--- config.mk ---
export PLATFORM = sky130hd
export DESIGN_NAME = pong_match_ctrl_flat
export DESIGN_NICKNAME = d
export VERILOG_FILES = /design/src/rtl/pong_pkg.sv /design/src/rtl/pong_match_ctrl_if.sv /design/src/rtl/pong_serve_timer.sv /design/src/rtl/pong_match_ctrl.sv /design/src/flat_wrapper.sv
export SDC_FILE = /design/constraint.sdc
export NUM_CORES = 1
export LEC_CHECK = 0
export BUFFER_PORTS_ARGS = -buffer_cell sky130_fd_sc_hd__buf_4
export CAP_MARGIN = 30
export CORE_UTILIZATION = 60
export CTS_BUF_LIST = sky130_fd_sc_hd__clkbuf_16
export CTS_CLUSTER_DIAMETER = 40
export DETAILED_ROUTE_END_ITERATION = 8
export PLACE_DENSITY = 0.84
export SETUP_SLACK_MARGIN = 0.5
export SLEW_MARGIN = 5
export SYNTH_ARGS = -nofsm -noshare
export SYNTH_HDL_FRONTEND = slang
export SYNTH_HIERARCHICAL = 1
export SYNTH_SLANG_ARGS = --single-unit
--- constraint.sdc ---
create_clock -name clk -period 5.1 [get_ports clk]
set_clock_uncertainty 0.2 [all_clocks]
set_input_delay 1.02 -clock clk [delete_from_list [all_inputs] [get_ports clk]]
set_output_delay 1.02 -clock clk [all_outputs]
set_load 0.05 [all_outputs]
--- src/rtl/pong_pkg.sv ---
// Shared codes for the Pong match controller and its neighbours.
package pong_pkg;

  typedef enum logic [2:0] {
    ST_START = 3'b000,
    ST_SERVE = 3'b001,
    ST_PLAY  = 3'b010,
    ST_PAUSE = 3'b011,
    ST_DONE  = 3'b100
  } state_e;

  localparam logic [1:0] BALL_PLAYING = 2'b00;
  localparam logic [1:0] BALL_P1WIN   = 2'b01;
  localparam logic [1:0] BALL_P2WIN   = 2'b10;

  localparam logic [1:0] WIN_NONE = 2'b00;
  localparam logic [1:0] WIN_P1   = 2'b01;
  localparam logic [1:0] WIN_P2   = 2'b10;

endpackage

--- src/rtl/pong_match_ctrl_if.sv ---
// Bundle between physics/keys (master) and the match controller (slave).
interface pong_match_ctrl_if #(
  parameter int unsigned SCORE_W = 4
);
  logic [1:0]         ballStatus;
  logic               enter;
  logic               pause;
  logic [2:0]         state;
  logic [SCORE_W-1:0] score1;
  logic [SCORE_W-1:0] score2;
  logic               server;
  logic [1:0]         winner;
  logic               point;

  modport master (
    output ballStatus, enter, pause,
    input  state, score1, score2, server, winner, point
  );

  modport slave (
    input  ballStatus, enter, pause,
    output state, score1, score2, server, winner, point
  );
endinterface

--- src/rtl/pong_serve_timer.sv ---
// Counts cycles spent in SERVE and flags when the automatic serve is due.
module pong_serve_timer #(
  parameter int unsigned TMR_W      = 24,
  parameter int unsigned AUTO_SERVE = 0
) (
  input  logic clk,
  input  logic rst,
  input  logic clr,
  input  logic en,
  output logic expire
);

  localparam logic [TMR_W-1:0] LAST = (AUTO_SERVE == 0) ? '0 : TMR_W'(AUTO_SERVE - 1);

  logic [TMR_W-1:0] cnt;

  // Cleared outside SERVE and on the exit edge; counts while enabled.
  always_ff @(posedge clk) begin
    if (rst || clr) begin
      cnt <= '0;
    end else if (en) begin
      cnt <= cnt + TMR_W'(1);
    end
  end

  // A zero timeout means the feature is disabled entirely.
  assign expire = (AUTO_SERVE != 0) && (cnt == LAST);

endmodule

--- src/rtl/pong_match_ctrl.sv ---
// Match-level FSM for Pong: serve/play/pause/done sequencing, scores, server, winner.
module pong_match_ctrl
  import pong_pkg::*;
#(
  parameter int unsigned SCORE_W    = 4,
  parameter int unsigned WIN_SCORE  = 11,
  parameter int unsigned WIN_BY_TWO = 1,
  parameter int unsigned AUTO_SERVE = 0,
  parameter int unsigned TMR_W      = 24
) (
  input logic             clk,
  input logic             rst,
  pong_match_ctrl_if.slave bus
);

  localparam int unsigned       SW1       = SCORE_W + 1;
  localparam logic [SCORE_W-1:0] SCORE_MAX = '1;

  state_e             st;
  logic [SCORE_W-1:0] score1_q;
  logic [SCORE_W-1:0] score2_q;
  logic               server_q;
  logic [1:0]         winner_q;
  logic               point_q;

  logic [SCORE_W-1:0] s1_inc;
  logic [SCORE_W-1:0] s2_inc;
  logic               p1_scores;
  logic               p2_scores;
  logic               p1_wins;
  logic               p2_wins;
  logic               go_play;
  logic               expire;
  logic               tmr_clr;
  logic               tmr_en;

  // Win test at one extra bit so o+2 cannot wrap; a saturated score always wins.
  function automatic logic wins(input logic [SCORE_W-1:0] s, input logic [SCORE_W-1:0] o);
    logic [SW1-1:0] s_x;
    logic [SW1-1:0] o_x;
    s_x = SW1'(s);
    o_x = SW1'(o);
    return (s_x >= SW1'(WIN_SCORE)) &&
           ((WIN_BY_TWO == 0) || (s_x >= o_x + SW1'(2)) || (s == SCORE_MAX));
  endfunction

  pong_serve_timer #(
    .TMR_W      (TMR_W),
    .AUTO_SERVE (AUTO_SERVE)
  ) u_timer (
    .clk    (clk),
    .rst    (rst),
    .clr    (tmr_clr),
    .en     (tmr_en),
    .expire (expire)
  );

  // Saturating increments, scoring decode and serve trigger.
  always_comb begin
    s1_inc    = (score1_q == SCORE_MAX) ? score1_q : score1_q + SCORE_W'(1);
    s2_inc    = (score2_q == SCORE_MAX) ? score2_q : score2_q + SCORE_W'(1);
    p1_scores = (st == ST_PLAY) && (bus.ballStatus == BALL_P1WIN);
    p2_scores = (st == ST_PLAY) && (bus.ballStatus == BALL_P2WIN);
    p1_wins   = wins(s1_inc, score2_q);
    p2_wins   = wins(s2_inc, score1_q);
    go_play   = (st == ST_SERVE) && (bus.enter || expire);
    tmr_en    = (st == ST_SERVE);
    tmr_clr   = (st != ST_SERVE) || go_play;
  end

  // Match FSM with registered scores, server, winner and point strobe.
  always_ff @(posedge clk) begin
    if (rst) begin
      st       <= ST_START;
      score1_q <= '0;
      score2_q <= '0;
      server_q <= 1'b0;
      winner_q <= WIN_NONE;
      point_q  <= 1'b0;
    end else begin
      point_q <= 1'b0;
      case (st)
        ST_START: begin
          st       <= ST_SERVE;
          score1_q <= '0;
          score2_q <= '0;
          winner_q <= WIN_NONE;
          point_q  <= (score1_q != '0) || (score2_q != '0);
        end
        ST_SERVE: begin
          if (go_play) st <= ST_PLAY;
        end
        ST_PLAY: begin
          if (p1_scores) begin
            score1_q <= s1_inc;
            server_q <= 1'b1;
            point_q  <= (s1_inc != score1_q);
            if (p1_wins) begin
              st       <= ST_DONE;
              winner_q <= WIN_P1;
            end else begin
              st <= ST_SERVE;
            end
          end else if (p2_scores) begin
            score2_q <= s2_inc;
            server_q <= 1'b0;
            point_q  <= (s2_inc != score2_q);
            if (p2_wins) begin
              st       <= ST_DONE;
              winner_q <= WIN_P2;
            end else begin
              st <= ST_SERVE;
            end
          end else if (bus.pause) begin
            st <= ST_PAUSE;
          end
        end
        ST_PAUSE: begin
          if (bus.pause) st <= ST_PLAY;
        end
        ST_DONE: begin
          if (bus.enter) st <= ST_START;
        end
        default: st <= ST_START;
      endcase
    end
  end

  assign bus.state  = st;
  assign bus.score1 = score1_q;
  assign bus.score2 = score2_q;
  assign bus.server = server_q;
  assign bus.winner = winner_q;
  assign bus.point  = point_q;

endmodule
--- src/flat_wrapper.sv ---
// flat-port wrapper written by rule: the top's interface ports become plain ports
module pong_match_ctrl_flat import pong_pkg::*;
#(
  parameter int unsigned SCORE_W    = 4,
  parameter int unsigned WIN_SCORE  = 11,
  parameter int unsigned WIN_BY_TWO = 1,
  parameter int unsigned AUTO_SERVE = 0,
  parameter int unsigned TMR_W      = 24
)
  (clk, rst, bus_ballStatus, bus_enter, bus_pause, bus_state, bus_score1, bus_score2, bus_server, bus_winner, bus_point);
  pong_match_ctrl_if #(.SCORE_W(SCORE_W)) bus_i ();
  input logic clk;
  input logic rst;
  input wire logic [$bits(bus_i.ballStatus)-1:0] bus_ballStatus;
  input wire logic [$bits(bus_i.enter)-1:0] bus_enter;
  input wire logic [$bits(bus_i.pause)-1:0] bus_pause;
  output wire logic [$bits(bus_i.state)-1:0] bus_state;
  output wire logic [$bits(bus_i.score1)-1:0] bus_score1;
  output wire logic [$bits(bus_i.score2)-1:0] bus_score2;
  output wire logic [$bits(bus_i.server)-1:0] bus_server;
  output wire logic [$bits(bus_i.winner)-1:0] bus_winner;
  output wire logic [$bits(bus_i.point)-1:0] bus_point;
  assign bus_i.ballStatus = bus_ballStatus;
  assign bus_i.enter = bus_enter;
  assign bus_i.pause = bus_pause;
  assign bus_state = bus_i.state;
  assign bus_score1 = bus_i.score1;
  assign bus_score2 = bus_i.score2;
  assign bus_server = bus_i.server;
  assign bus_winner = bus_i.winner;
  assign bus_point = bus_i.point;
  pong_match_ctrl #(.SCORE_W(SCORE_W), .WIN_SCORE(WIN_SCORE), .WIN_BY_TWO(WIN_BY_TWO), .AUTO_SERVE(AUTO_SERVE), .TMR_W(TMR_W)) u_core (.clk(clk), .rst(rst), .bus(bus_i));
endmodule
==> metrics.md <==
| Metric | Value |
|---|---|
| Status | complete, no violations |
| Post-Syn Nets | 179 |
| Max-Cap Viols | 0 |
| Post-Route WL | 3.32 mm |
| Worst r2r path cells | 11 |
| Synth Warn # | 6 |
| CP Launch Type | register |
| Total track usage | 30.6% |
| Max Root-Sink Buffers | 2 |
| R2R setup slack | 1840 ps |
| CTS buffer count | 3 |
| Core region area | 1960 sq um |
| Fill count | 168 |
| H-Tree Depth | 1 |
| Clock Pin Slew Worst Setup and Hold Paths | 50 ps |
| Area of the multi-input gates | 887 sq um |
| Hold depth | 2 |
| Die H | 47.8 um |
| Commonest non-fill, non-tap cell in the layout | buf_4 |
| Iteration-0 DRC Markers | 81 |
| Final Hold Vio Count | 0 |
| Clock power frac | 45.6% |
| Gate count after technology mapping | 159 |
| Fin. max-slew vios | 0 |
| Skew-Pair Late Insertion Delay | 240 ps |
| Initial antenna violation count | 0 |
| Area grow syn2layout | 17.2% |
| Max frequency | 0.307 GHz |
| Ratio of cells with drive above 1 in the final layout | 20.0% |
| Period Utilization, post-route | 63.9% |
| GRT Residual Overflow | 0 |
| Finished Core Util | 75.3% |
| Gate power share | 15.2% |
| Routed wl met2 | 1.64 mm |
| Net Sw Frac | 26.1% |
| Routed len/inst | 16.5 um |
| Via count | 1299 |
| Die area | 2290 sq um |
| Drc violations | 0 |
| Peak VDD IR | 0.228 mV |
| DRT Pass-1 Iters | 5 |
| Area post-placement | 1400 sq um |
| CTS root buf | clkbuf_16 |
| Post-CTS Setup Inserts | 0 |
| Wire length of the first global-routing pass | 4.84 mm |
| Arr. time, crit path | 3190 ps |
| Sequential group share of total power | 39.1% |
| FF+latch area | 300 sq um |
| Starting density of the core | 64.2% |
| FF-to-FF End | u_core/bus.state[0]$_SDFFE_PP0P_ |
| CP Max Fanout | 10 |
| Max incr delay on CP | 570 ps |
| Antenna diode count | 0 |
| CTS tree | built |
| Hold Path Origin | u_core/bus.server$_SDFFE_PP0P_ |
| Origin of the critical flop-to-flop path | u_core/bus.score1[0]$_SDFFE_PP0P_ |
| Largest net degree at the start of global routing | 16 |
| Hold endpoint | u_core/bus.server$_SDFFE_PP0P_ |
| Pleak | 0.000584 uW |
| Critical Path Sink Type | register |
| Die X-Extent | 47.8 um |
| Internal power | 241 uW |
| RSZ-0062 raised after global routing | false |
| Fin area | 1480 sq um |
| Worst hold path type | register to register |
| Post-CTS Hold Fix Bufs | 0 |
| Required time worst endpoint | 5030 ps |
| Pwr dens | 221 nW/um^2 |
| RePlAce Congestion | 0.880 |
| Vias in the first global route | 1055 |
| Wire length on met3 | 221 um |
| # resized after CTS | 0 |
| Mapped cell area | 1260 sq um |
| Post-Syn Area per Cell | 7.92 sq um |
| Sink Count | 15 |
| DR vias/cell | 6.43 |
| Worst-path cell chain | ha_1 > nand3_1 > nand2_1 > o21ai_0 > ha_1 > nand2_1 > o21ai_0 > a21oi_1 > a2111oi_4 > nor2_1 > a31o_1 |
| Nets@finish | 196 |
| Commonest non-fill, non-tap cells in the layout | buf_4, nor2_1, dfxtp_1 |
| I/O pin count | 21 |
| Fin Setup TNS | 0 ps |
| Final setup violation count | 0 |
| ANT nets after route | 0 |
| Setup Crit Path Kind | register to register |
| PortBufs | 20 |
| Switch Pwr | 85.1 uW |
| Top Layer Used | met4 |
| Slowest-stage cell, CP | dfxtp_1 |
| Post-DP HPWL | 2.36 mm |
| Standard-cell rows | 16 |
| M1 WL | 1.43 mm |
| Total power | 326 uW |
| Min cycle time layout | 3260 ps |
==> layout make-up <==
type,count,share of cell area (%)
flip-flops and latches,15,20.3
multi-input cells,129,60.1
clock inverters,1,0.254
repair buffers,20,10.2
well taps,27,2.29
inverters,7,1.78
clock buffers,3,5.08
==> stage by stage <==
step,setup WS (ps),std cells,hold slack (ps)
floorplan,2080,159,512
global placement,2060,198,276
detailed placement,1980,198,290
CTS,1940,202,304
global route,1630,202,338
finish,1840,202,294
==> state kept, by name (all words and copies together), names as in the netlist <==
name               cells
u_core/bus.score1      4
u_core/bus.score2      4
u_core/bus.state       3
u_core/bus.winner      2
u_core/bus.point       1
u_core/bus.server      1
==> critical path, delay by kind of cell (launching register included) <==
kind,cells,cell delay [ps]
AOI/OAI and AO/OA,5,1090
adders and majority gates,2,680
and+or+nand+nor,4,610
DFF,1,570
==> worst max-delay path by stage <==
stage,endpoint,from,slack [ps]
floorplan,u_core/bus.state[0]$_SDFFE_PP0P_,u_core/bus.score1[0]$_SDFFE_PP0P_,2080
global placement,u_core/bus.state[0]$_SDFFE_PP0P_,u_core/bus.score1[0]$_SDFFE_PP0P_,2060
detailed placement,u_core/bus.state[0]$_SDFFE_PP0P_,u_core/bus.score1[0]$_SDFFE_PP0P_,1980
CTS,u_core/bus.state[0]$_SDFFE_PP0P_,u_core/bus.score1[0]$_SDFFE_PP0P_,1940
global route,u_core/bus.winner[0]$_SDFFE_PP0P_,u_core/bus.score1[0]$_SDFFE_PP0P_,1630
finish,u_core/bus.state[0]$_SDFFE_PP0P_,u_core/bus.score1[0]$_SDFFE_PP0P_,1840
==> per-layer routing <==
metal / track usage [%] / vias to the layer above
met5: 0 / -
li1: - / 623
met4: 16.1 / 0
met1: 39.9 / 598
met2: 49.2 / 74
met3: 3.77 / 4
==> power groups by stage <==
stage	combinational [uW]	sequential, uW	clock (uW)
2_1_floorplan	25.2	138	0
3_3_place_gp	47.1	129	0
3_5_place_dp	47.9	129	0
4_1_cts	48.5	127	151
5_1_grt	53.4	128	157
6_report	49.6	127	149
No activity file was read; power rests on OpenSTA's default activity.
